==> config.mk <==
export PLATFORM = sky130hd
export DESIGN_NAME = gci_std_kmc_scancode_decoder
export DESIGN_NICKNAME = d
export VERILOG_FILES = /design/src/rtl/gci_std_kmc_scancode_decoder.sv
export SDC_FILE = /design/constraint.sdc
export NUM_CORES = 1
export LEC_CHECK = 0
export ABC_CLOCK_PERIOD_IN_PS = 5700
export BUFFER_PORTS_ARGS = -buffer_cell sky130_fd_sc_hd__buf_2
export CORE_MARGIN = 1.5
export CORE_UTILIZATION = 30
export CTS_BUF_LIST = sky130_fd_sc_hd__clkbuf_16
export DETAILED_ROUTE_END_ITERATION = 6
export PLACE_DENSITY = 0.52
export SKIP_CTS_REPAIR_TIMING = 1
export SYNTH_ARGS = -nofsm -noshare
export SYNTH_HDL_FRONTEND = slang
export SYNTH_SLANG_ARGS = --single-unit
==> constraint.sdc <==
create_clock -name iCLOCK -period 5.7 [get_ports iCLOCK]
set_input_delay 0.57 -clock iCLOCK [delete_from_list [all_inputs] [get_ports iCLOCK]]
set_output_delay 0.57 -clock iCLOCK [all_outputs]
set_load 0.01 [all_outputs]
==> src/rtl/gci_std_kmc_scancode_decoder.sv <==
// PS/2 scancode set 2 decoder: folds E0/F0/E1 prefixes into one event per key
// action, tracks modifier keys and queues events in a first-word-fall-through
// FIFO read through a valid/ready handshake.
module gci_std_kmc_scancode_decoder #(
    parameter int unsigned P_FIFO_DEPTH   = 16,
    parameter int unsigned P_FIFO_DEPTH_N = 4,
    parameter int unsigned P_TIMEOUT      = 100000,
    parameter int unsigned P_TIMEOUT_N    = 17
) (
    input  logic                      iCLOCK,
    input  logic                      iRESET_SYNC,
    input  logic                      iPS2MOD_REQ,
    input  logic [7:0]                iPS2MOD_DATA,
    output logic                      oEVENT_VALID,
    input  logic                      iEVENT_READY,
    output logic [10:0]               oEVENT_DATA,
    output logic [P_FIFO_DEPTH_N:0]   oEVENT_COUNT,
    output logic [7:0]                oMODIFIER,
    output logic                      oOVERFLOW,
    input  logic                      iOVERFLOW_CLR,
    output logic                      oERROR
);

    typedef enum logic [2:0] {
        StIdle,
        StExt,
        StBrk,
        StExtBrk,
        StPause
    } state_e;

    localparam logic [P_TIMEOUT_N-1:0]    TmoLast   = P_TIMEOUT_N'(P_TIMEOUT - 1);
    localparam logic [P_FIFO_DEPTH_N:0]   CountFull = (P_FIFO_DEPTH_N + 1)'(P_FIFO_DEPTH);
    // Pause sequence is E1 plus seven further bytes; the last one has index 6.
    localparam logic [2:0]                SkipLast  = 3'd6;

    // Decoder state
    state_e                   state_q, state_d;
    logic [2:0]               skip_q, skip_d;
    logic [P_TIMEOUT_N-1:0]   tmo_q, tmo_d;
    logic                     err_q, err_d;
    logic                     emit;
    logic [10:0]              emit_data;
    logic                     is_prefix;

    // Modifier state
    logic [7:0]               mod_q, mod_d;
    logic                     mod_hit;
    logic [2:0]               mod_idx;

    // FIFO state
    logic [10:0]              mem_q [P_FIFO_DEPTH];
    logic [P_FIFO_DEPTH_N-1:0] wr_ptr_q, wr_ptr_d;
    logic [P_FIFO_DEPTH_N-1:0] rd_ptr_q, rd_ptr_d;
    logic [P_FIFO_DEPTH_N:0]  count_q, count_d;
    logic                     ovf_q, ovf_d;
    logic                     full;
    logic                     rd_en;
    logic                     wr_en;
    logic                     ovf_set;

    assign is_prefix = (iPS2MOD_DATA == 8'hE0) || (iPS2MOD_DATA == 8'hF0) ||
                       (iPS2MOD_DATA == 8'hE1);

    // Decoder FSM next state, event emission, error pulse and sequence timeout
    always_comb begin
        state_d   = state_q;
        skip_d    = skip_q;
        tmo_d     = tmo_q;
        err_d     = 1'b0;
        emit      = 1'b0;
        emit_data = '0;
        if (iPS2MOD_REQ) begin
            tmo_d = '0;
            case (state_q)
                StIdle: begin
                    case (iPS2MOD_DATA)
                        8'hE0: state_d = StExt;
                        8'hF0: state_d = StBrk;
                        8'hE1: begin
                            state_d = StPause;
                            skip_d  = '0;
                        end
                        // Keyboard status/ack bytes carry no key information.
                        8'hFA, 8'hAA, 8'hEE, 8'hFE: state_d = StIdle;
                        8'h00, 8'hFF: err_d = 1'b1;
                        default: begin
                            emit      = 1'b1;
                            emit_data = {3'b000, iPS2MOD_DATA};
                        end
                    endcase
                end
                StExt: begin
                    if (iPS2MOD_DATA == 8'hF0) begin
                        state_d = StExtBrk;
                    end else if (iPS2MOD_DATA == 8'hE0) begin
                        state_d = StExt;
                    end else begin
                        emit      = 1'b1;
                        emit_data = {3'b001, iPS2MOD_DATA};
                        state_d   = StIdle;
                    end
                end
                StBrk, StExtBrk: begin
                    if (is_prefix) begin
                        // Broken sequence: flag it, then treat the prefix as a fresh start.
                        err_d = 1'b1;
                        case (iPS2MOD_DATA)
                            8'hE0:   state_d = StExt;
                            8'hF0:   state_d = StBrk;
                            default: begin
                                state_d = StPause;
                                skip_d  = '0;
                            end
                        endcase
                    end else begin
                        emit      = 1'b1;
                        emit_data = {2'b01, (state_q == StExtBrk), iPS2MOD_DATA};
                        state_d   = StIdle;
                    end
                end
                StPause: begin
                    if (skip_q == SkipLast) begin
                        emit      = 1'b1;
                        emit_data = 11'h400;
                        state_d   = StIdle;
                    end else begin
                        skip_d = skip_q + 3'd1;
                    end
                end
                default: state_d = StIdle;
            endcase
        end else if (state_q != StIdle) begin
            if (tmo_q == TmoLast) begin
                state_d = StIdle;
                tmo_d   = '0;
                err_d   = 1'b1;
            end else begin
                tmo_d = tmo_q + 1'b1;
            end
        end
    end

    // Modifier tracking: make sets, break clears, independent of FIFO acceptance
    always_comb begin
        mod_d   = mod_q;
        mod_hit = 1'b1;
        mod_idx = '0;
        case ({emit_data[8], emit_data[7:0]})
            9'h012:  mod_idx = 3'd0;
            9'h014:  mod_idx = 3'd1;
            9'h011:  mod_idx = 3'd2;
            9'h11F:  mod_idx = 3'd3;
            9'h059:  mod_idx = 3'd4;
            9'h114:  mod_idx = 3'd5;
            9'h111:  mod_idx = 3'd6;
            9'h127:  mod_idx = 3'd7;
            default: mod_hit = 1'b0;
        endcase
        if (emit && !emit_data[10] && mod_hit) begin
            mod_d[mod_idx] = !emit_data[9];
        end
    end

    assign full    = (count_q == CountFull);
    assign rd_en   = oEVENT_VALID && iEVENT_READY;
    // A read in the same cycle frees the slot, so a full FIFO still accepts.
    assign wr_en   = emit && (!full || rd_en);
    assign ovf_set = emit && full && !rd_en;

    // FIFO pointer, occupancy and sticky overflow next state
    always_comb begin
        wr_ptr_d = wr_ptr_q;
        rd_ptr_d = rd_ptr_q;
        count_d  = count_q;
        ovf_d    = ovf_q;
        if (wr_en) begin
            wr_ptr_d = wr_ptr_q + 1'b1;
        end
        if (rd_en) begin
            rd_ptr_d = rd_ptr_q + 1'b1;
        end
        case ({wr_en, rd_en})
            2'b10:   count_d = count_q + 1'b1;
            2'b01:   count_d = count_q - 1'b1;
            default: count_d = count_q;
        endcase
        if (ovf_set) begin
            ovf_d = 1'b1;
        end else if (iOVERFLOW_CLR) begin
            ovf_d = 1'b0;
        end
    end

    // Control state registers with synchronous reset
    always_ff @(posedge iCLOCK) begin
        if (iRESET_SYNC) begin
            state_q  <= StIdle;
            skip_q   <= '0;
            tmo_q    <= '0;
            err_q    <= 1'b0;
            mod_q    <= '0;
            wr_ptr_q <= '0;
            rd_ptr_q <= '0;
            count_q  <= '0;
            ovf_q    <= 1'b0;
        end else begin
            state_q  <= state_d;
            skip_q   <= skip_d;
            tmo_q    <= tmo_d;
            err_q    <= err_d;
            mod_q    <= mod_d;
            wr_ptr_q <= wr_ptr_d;
            rd_ptr_q <= rd_ptr_d;
            count_q  <= count_d;
            ovf_q    <= ovf_d;
        end
    end

    // Event storage; contents need no reset because the head is masked when empty
    always_ff @(posedge iCLOCK) begin
        if (wr_en && !iRESET_SYNC) begin
            mem_q[wr_ptr_q] <= emit_data;
        end
    end

    assign oEVENT_VALID = (count_q != '0);
    assign oEVENT_DATA  = oEVENT_VALID ? mem_q[rd_ptr_q] : 11'h000;
    assign oEVENT_COUNT = count_q;
    assign oMODIFIER    = mod_q;
    assign oOVERFLOW    = ovf_q;
    assign oERROR       = err_q;

endmodule
Yosys cells after proc, flatten, opt, wreduce, memory -nomap -nowiden

Memory sizes are Yosys's and may differ from the RTL's. A register that Yosys moved wholly into a read port is not among the register bits.
Cells that the tools add are included.

Add/sub/neg operators: 6
Magnitude comparators: 2
Eq/ne operators: 31
Mux-type cells: 49
Reductions and logical operators: 34

Operators with widths:

| operator                                            | number |
|---|---|
| equality test 8 bit, second input constant          | 8 |
| case mux 11 bit (4 select lines)                    | 1 |
| equality test 9 bit, second input constant          | 4 |
| two-way mux 11 bit                                  | 3 |
| equality test 9 x 5 -> 1 bit, second input constant | 3 |
| two-way mux 3 bit                                   | 9 |
| case mux 3 bit (4 select lines)                     | 2 |
| case mux 3 bit (7 select lines)                     | 1 |
| two-way mux 1 bit                                   | 18 |
| two-way mux 9 bit                                   | 2 |
| adder 17 x 1 -> 17 bit, second input constant       | 1 |
| equality test 17 bit, second input constant         | 1 |
| two-way mux 17 bit                                  | 1 |
| two-way mux 10 bit                                  | 1 |
| case mux 5 bit (2 select lines)                     | 1 |
| equality test 9 x 7 -> 1 bit, second input constant | 1 |
| case mux 3 bit (3 select lines)                     | 1 |
| OR reduction 9 bit                                  | 1 |
| adder 4 x 1 -> 4 bit, second input constant         | 2 |
| bitwise mux 8 bit                                   | 1 |
| logical AND 1 bit                                   | 8 |
| zero test 8 bit                                     | 1 |
| two-way mux 4 bit                                   | 2 |
| two-way mux 8 bit                                   | 1 |
| other kinds (30)                                    | 48 |

Register bits: 46
Memory bits (writable): 176
Output and inout port bits: 27
Logic and storage cells: 132
Memories: 1

Memories:

| name  | words | bits a word | read ports | clocked after memory_dff | write ports | RTL line | source |
|---|---|---|---|---|---|---|---|
| mem_q | 16    | 11          | 1          | 1                        | 1           | 52       | `logic [10:0] mem_q [P_FIFO_DEPTH];` |

Depth between registers and ports, before layout

Depth after elaboration: 13
Mapped depth: 16

Worst setup path after synthesis

Ideal clock, no wire load.

Path type: in2reg
From: input port iPS2MOD_DATA[0]
To: register count_q[4], in the netlist oEVENT_COUNT[4]
Arrival: 3.811 ns
Required time: 5.630 ns
Slack: 1.819 ns
Cell stages on the path: 14
Cell sequence: clkbuf_1 -> or4_4 -> or4b_4 -> a311oi_1 -> nor2_1 -> clkbuf_1 -> inv_1 -> ha_1 -> ha_1 -> a21o_1 -> a21oi_1 -> xor2_1 -> or3_1 -> a21oi_1

Cells in the longest elaborated chain, start to end: 9
Elaborated cells on any way between the ends: 23
Classes of those cells: 10 x eq/ne; 7 x mux; 6 x reduce/logical

RTL lines:

| what                                                                         | RTL line | source |
|---|---|---|
| start, declared                                                              | 13       | `input logic [7:0] iPS2MOD_DATA,` |
| parallel branches: the longest is 4 deep, another holds OR reduction 9 bit   | --       |  |
| case mux 1 bit (4 select lines) *                                            | 75       | `case (state_q)` |
| two-way mux 1 bit *                                                          | 73       | `if (iPS2MOD_REQ) begin` |
| logical AND 1 bit *                                                          | 168      | `assign wr_en = emit && (!full \|\| rd_en);` |
| equality test 2 x 1 -> 1 bit / equality test 2 bit (equally long branches)   | 183      | `case ({wr_en, rd_en})` |
| case mux 5 bit (2 select lines) / nonzero test 2 bit (equally long branches) | --       |  |
| end signal, assigned                                                         | 215      | `count_q <= count_d;` |
| end, declared                                                                | 55       | `logic [P_FIFO_DEPTH_N:0] count_q, count_d;` |

Mark *: on every way between the ends.
A chain may end at the register's enable or synchronous reset.

Final worst setup path

From: register state_q[2]
To: register count_q[4], in the netlist oEVENT_COUNT[4]

Cells in the longest elaborated chain, start to end: 7
Elaborated cells on any way between the ends: 13
Classes of those cells: 6 x eq/ne; 3 x mux; 4 x reduce/logical

RTL lines:

| what                                                                         | RTL line | source |
|---|---|---|
| start, declared                                                              | 38       | `state_e state_q, state_d;` |
| start signal, assigned                                                       | 198      | `state_q <= StIdle;` |
| start signal, assigned                                                       | 208      | `state_q <= state_d;` |
| equality test 3 x 2 -> 1 bit                                                 | 75       |  |
| OR reduction 2 bit                                                           | 75       |  |
| case mux 1 bit (4 select lines) *                                            | 75       |  |
| two-way mux 1 bit *                                                          | 73       |  |
| logical AND 1 bit *                                                          | 168      |  |
| equality test 2 x 1 -> 1 bit / equality test 2 bit (equally long branches)   | 183      |  |
| case mux 5 bit (2 select lines) / nonzero test 2 bit (equally long branches) | --       |  |

Mark *: on every way between the ends. The rest lies on a longest branch, timed or not.

==> metrics <==
worst r2r src=state_q[2]; Final Util=between 30% and 40%; initial core utilization=30.72%; grt peak-use layer=met2; Final HPWL DP=~13,000 um; Routed WL=20,940 um; I/O pin cnt=40; crit path time final=around 4100 ps; DR WL/cell=about 20 um; # nets final=a little under 700; synth unique cells=49; Num CTS Buffers=25; CTS clk-pin slew, worst paths=60 ps; P_sw=0.001090 W; Die Y=180.7 um; clock network power share=between 30% and 40%; Post-Syn Area per Cell=15.55 um^2; PwrDens=around 380 mW/mm^2; Reg2Reg Setup Slack=approximately 1600 ps; Skew-Pair Late Insertion Delay=~510 ps; Tcrit/Tclk final=71.68%; number of routed nets with antenna violations=0; Total GRT Usage=around 13%; First-pass DRT Iterations=5; Worst-Margin Slew=1114 ps; first-pass GRT wire length=32,770 um; switching share of power=a little over a quarter; cell taking the most area after synthesis=edfxtp_1; Final Skew=9.903 ps; area of the core=0.03083 mm^2; slowest CP cell=nor2_1; Reg2Reg Depth=12; combinational share of power=19.7%; H-tree depth=1; RD Place Congestion=0.8815; worst min-delay path class=input pin to flop; crit path buf inv count=1; setup TNS=0 ps; top cells by area, synth=edfxtp_1 56%, mux4_2 13%, dfxtp_1 11%; Via density=about 5; VDD IR max=0.1511 mV; fmax=approximately 240 MHz; layout cells sized above 1=between 20 and 25%; status=completed; family with the most delay on the worst path=simple AND/OR/NAND/NOR gates; Net Count, Synth=635; CP max FO=13; Pins Over Slew Limit=0; Leak=3.564 nW; Final Hold Viols=0; # rows=64; GR Layer Usage met3=1.839%; Warnings, synthesis=0; CP endpoint kind=flop; Clock Path Buffers=3; synth-to-layout area growth=14.73%; WP data arrival=4520 ps; Internal=0.003000 W; I/O Buffers=39; pin count of the biggest net entering global routing=between 40 and 50; Post-Syn Area=approximately 0.0095 mm^2; Setup violations, final=0; reg2reg end=oEVENT_COUNT[4]; GR Util met1=17.23%; GRT overflow=0; most common cell after layout, fill and taps aside=edfxtp_1; Die W=180.7 um; Yosys reg bits=226; Flop pwr share=46.5%; Yosys top cell area share=between 50% and 60%; Cell Chain, Critical Path=or3_1 -> a211oi_2 -> a311oi_1 -> nor2_1 -> inv_1 -> ha_1 -> fa_1 -> a21o_1 -> a21oi_1 -> xor2_1 -> or3_1 -> a21oi_1; slew margin rel.=25.46%; CP Class=flop to flop; Startpoint Class=flop; slowest stage delay, CP=about 580 ps; DIE AREA=0.03264 mm^2; hold_sp=iOVERFLOW_CLR; Max-Cap Viols=0; met2 usage=22.46%; Post-Synthesis Cells=609; crit path from=state_q[2]; unrepaired setup endpoints after global routing=no; initial antenna violation count=0; top_reg_cell synth=edfxtp_1; Ant. Diodes=0; vias in the first global route=5,599; number of enable flip-flop cells after synthesis=176; CP Data Required Time=approximately 6000 ps; Async S/R FF share, synth=0%; sequential area share after synthesis=around 66%; Critical Path End=oEVENT_COUNT[4]; CP Depth=12; CTS tree=built; Num Clock Sinks=226; CTS root buf=clkbuf_16; vias=5,349; Initial DRC Count=500; DRC viols=0; most frequent cells in the layout=176 x edfxtp_1, 62 x nor2_1, 55 x mux4_2
==> sequential cells by signal, indices dropped and copies added (netlist names), named ones only <==
name and cells:
oERROR 1, state_q 3, mem_q 176, oMODIFIER 8, oEVENT_COUNT 5, oOVERFLOW 1
tmo_q 17, wr_ptr_q 4, skip_q 3, rd_ptr_q 4
==> layout make-up <==
class / instances / area (um^2)
multi-input combinational: 345 / 3034
timing repair buffer: 54 / 307.8
clock buffer: 25 / 625.6
fill: 2890 / 19960
inverter: 10 / 37.54
clock inverter: 19 / 76.32
sequential: 226 / 6289
tap: 396 / 495.5
==> per-layer routing <==
| metal | wire length [um] | vias to the layer above |
|---|---|---|
| li1 | - | 2457 |
| met1 | 9206 | 2696 |
| met2 | 10290 | 155 |
| met3 | 985 | 41 |
| met4 | 455 | 0 |
| met5 | 0 | - |
==> through the flow <==
step,worst slack [ps],hold WS (ps),instances,power (W),area (um^2)
detailed placement,1280,476.7,1031,0.002771,10160
finish,1614,364.6,1075,0.004090,10870
CTS,1584,348.9,1075,0.004162,10870
global route,1317,417.1,1075,0.004286,10870
floorplan,1819,452.3,609,0.002487,9470
global placement,1476,462.4,1031,0.002749,10160
==> power groups by stage <==
stage | Clock (W) | Combinational [W] | Sequential, W
3_5_place_dp | 0 | 0.000829 | 0.00194
5_1_grt | 0.00149 | 0.000881 | 0.00192
2_1_floorplan | 0 | 0.000604 | 0.00188
3_3_place_gp | 0 | 0.000809 | 0.00194
6_report | 0.00138 | 0.000806 | 0.00190
4_1_cts | 0.00142 | 0.000832 | 0.00191
==> worst register-to-register path, delay by kind of cell, from the launching register on <==
kind	cells	cell delay [ps]
buffers and inverters	1	110
adder cells (fa/ha/maj)	2	730
XOR/XNOR	1	90
AND/OR/NAND/NOR	3	1450
flip-flops	1	440
AO/OA/AOI/OAI	5	1200
==> cells in the mapped netlist, types with 12 or more instances <==
library cell	instances
edfxtp_1	176
nand2_1	34
xor2_1	18
ha_1	12
mux4_2	55
a21oi_1	17
nor2_1	62
o21ai_0	12
clkbuf_1	22
dfxtp_1	50
nor2b_1	16
==> cells by family (layout without fill, tap and decap cells) <==
group / count (synthesis) / after routing / synth area share [%]
AO/OA/AOI/OAI: 54 / 54 / 3.805
multiplexers: 61 / 61 / 13.73
flip-flops: 226 / 226 / 66.38
buffers and inverters: 38 / 108 / 1.585
XOR/XNOR: 25 / 25 / 2.312
adder cells (fa/ha/maj): 13 / 13 / 1.797
AND/OR/NAND/NOR: 192 / 192 / 10.40
==> worst min path at each step <==
stage	to	slack (ps)	cells past startpoint
finish	oOVERFLOW	360	4
detailed placement	skip_q[1]	480	2
global placement	skip_q[1]	460	2
global route	oOVERFLOW	420	4
floorplan	skip_q[1]	450	2
CTS	oOVERFLOW	350	4
No activity file was read; power rests on OpenSTA's default activity.
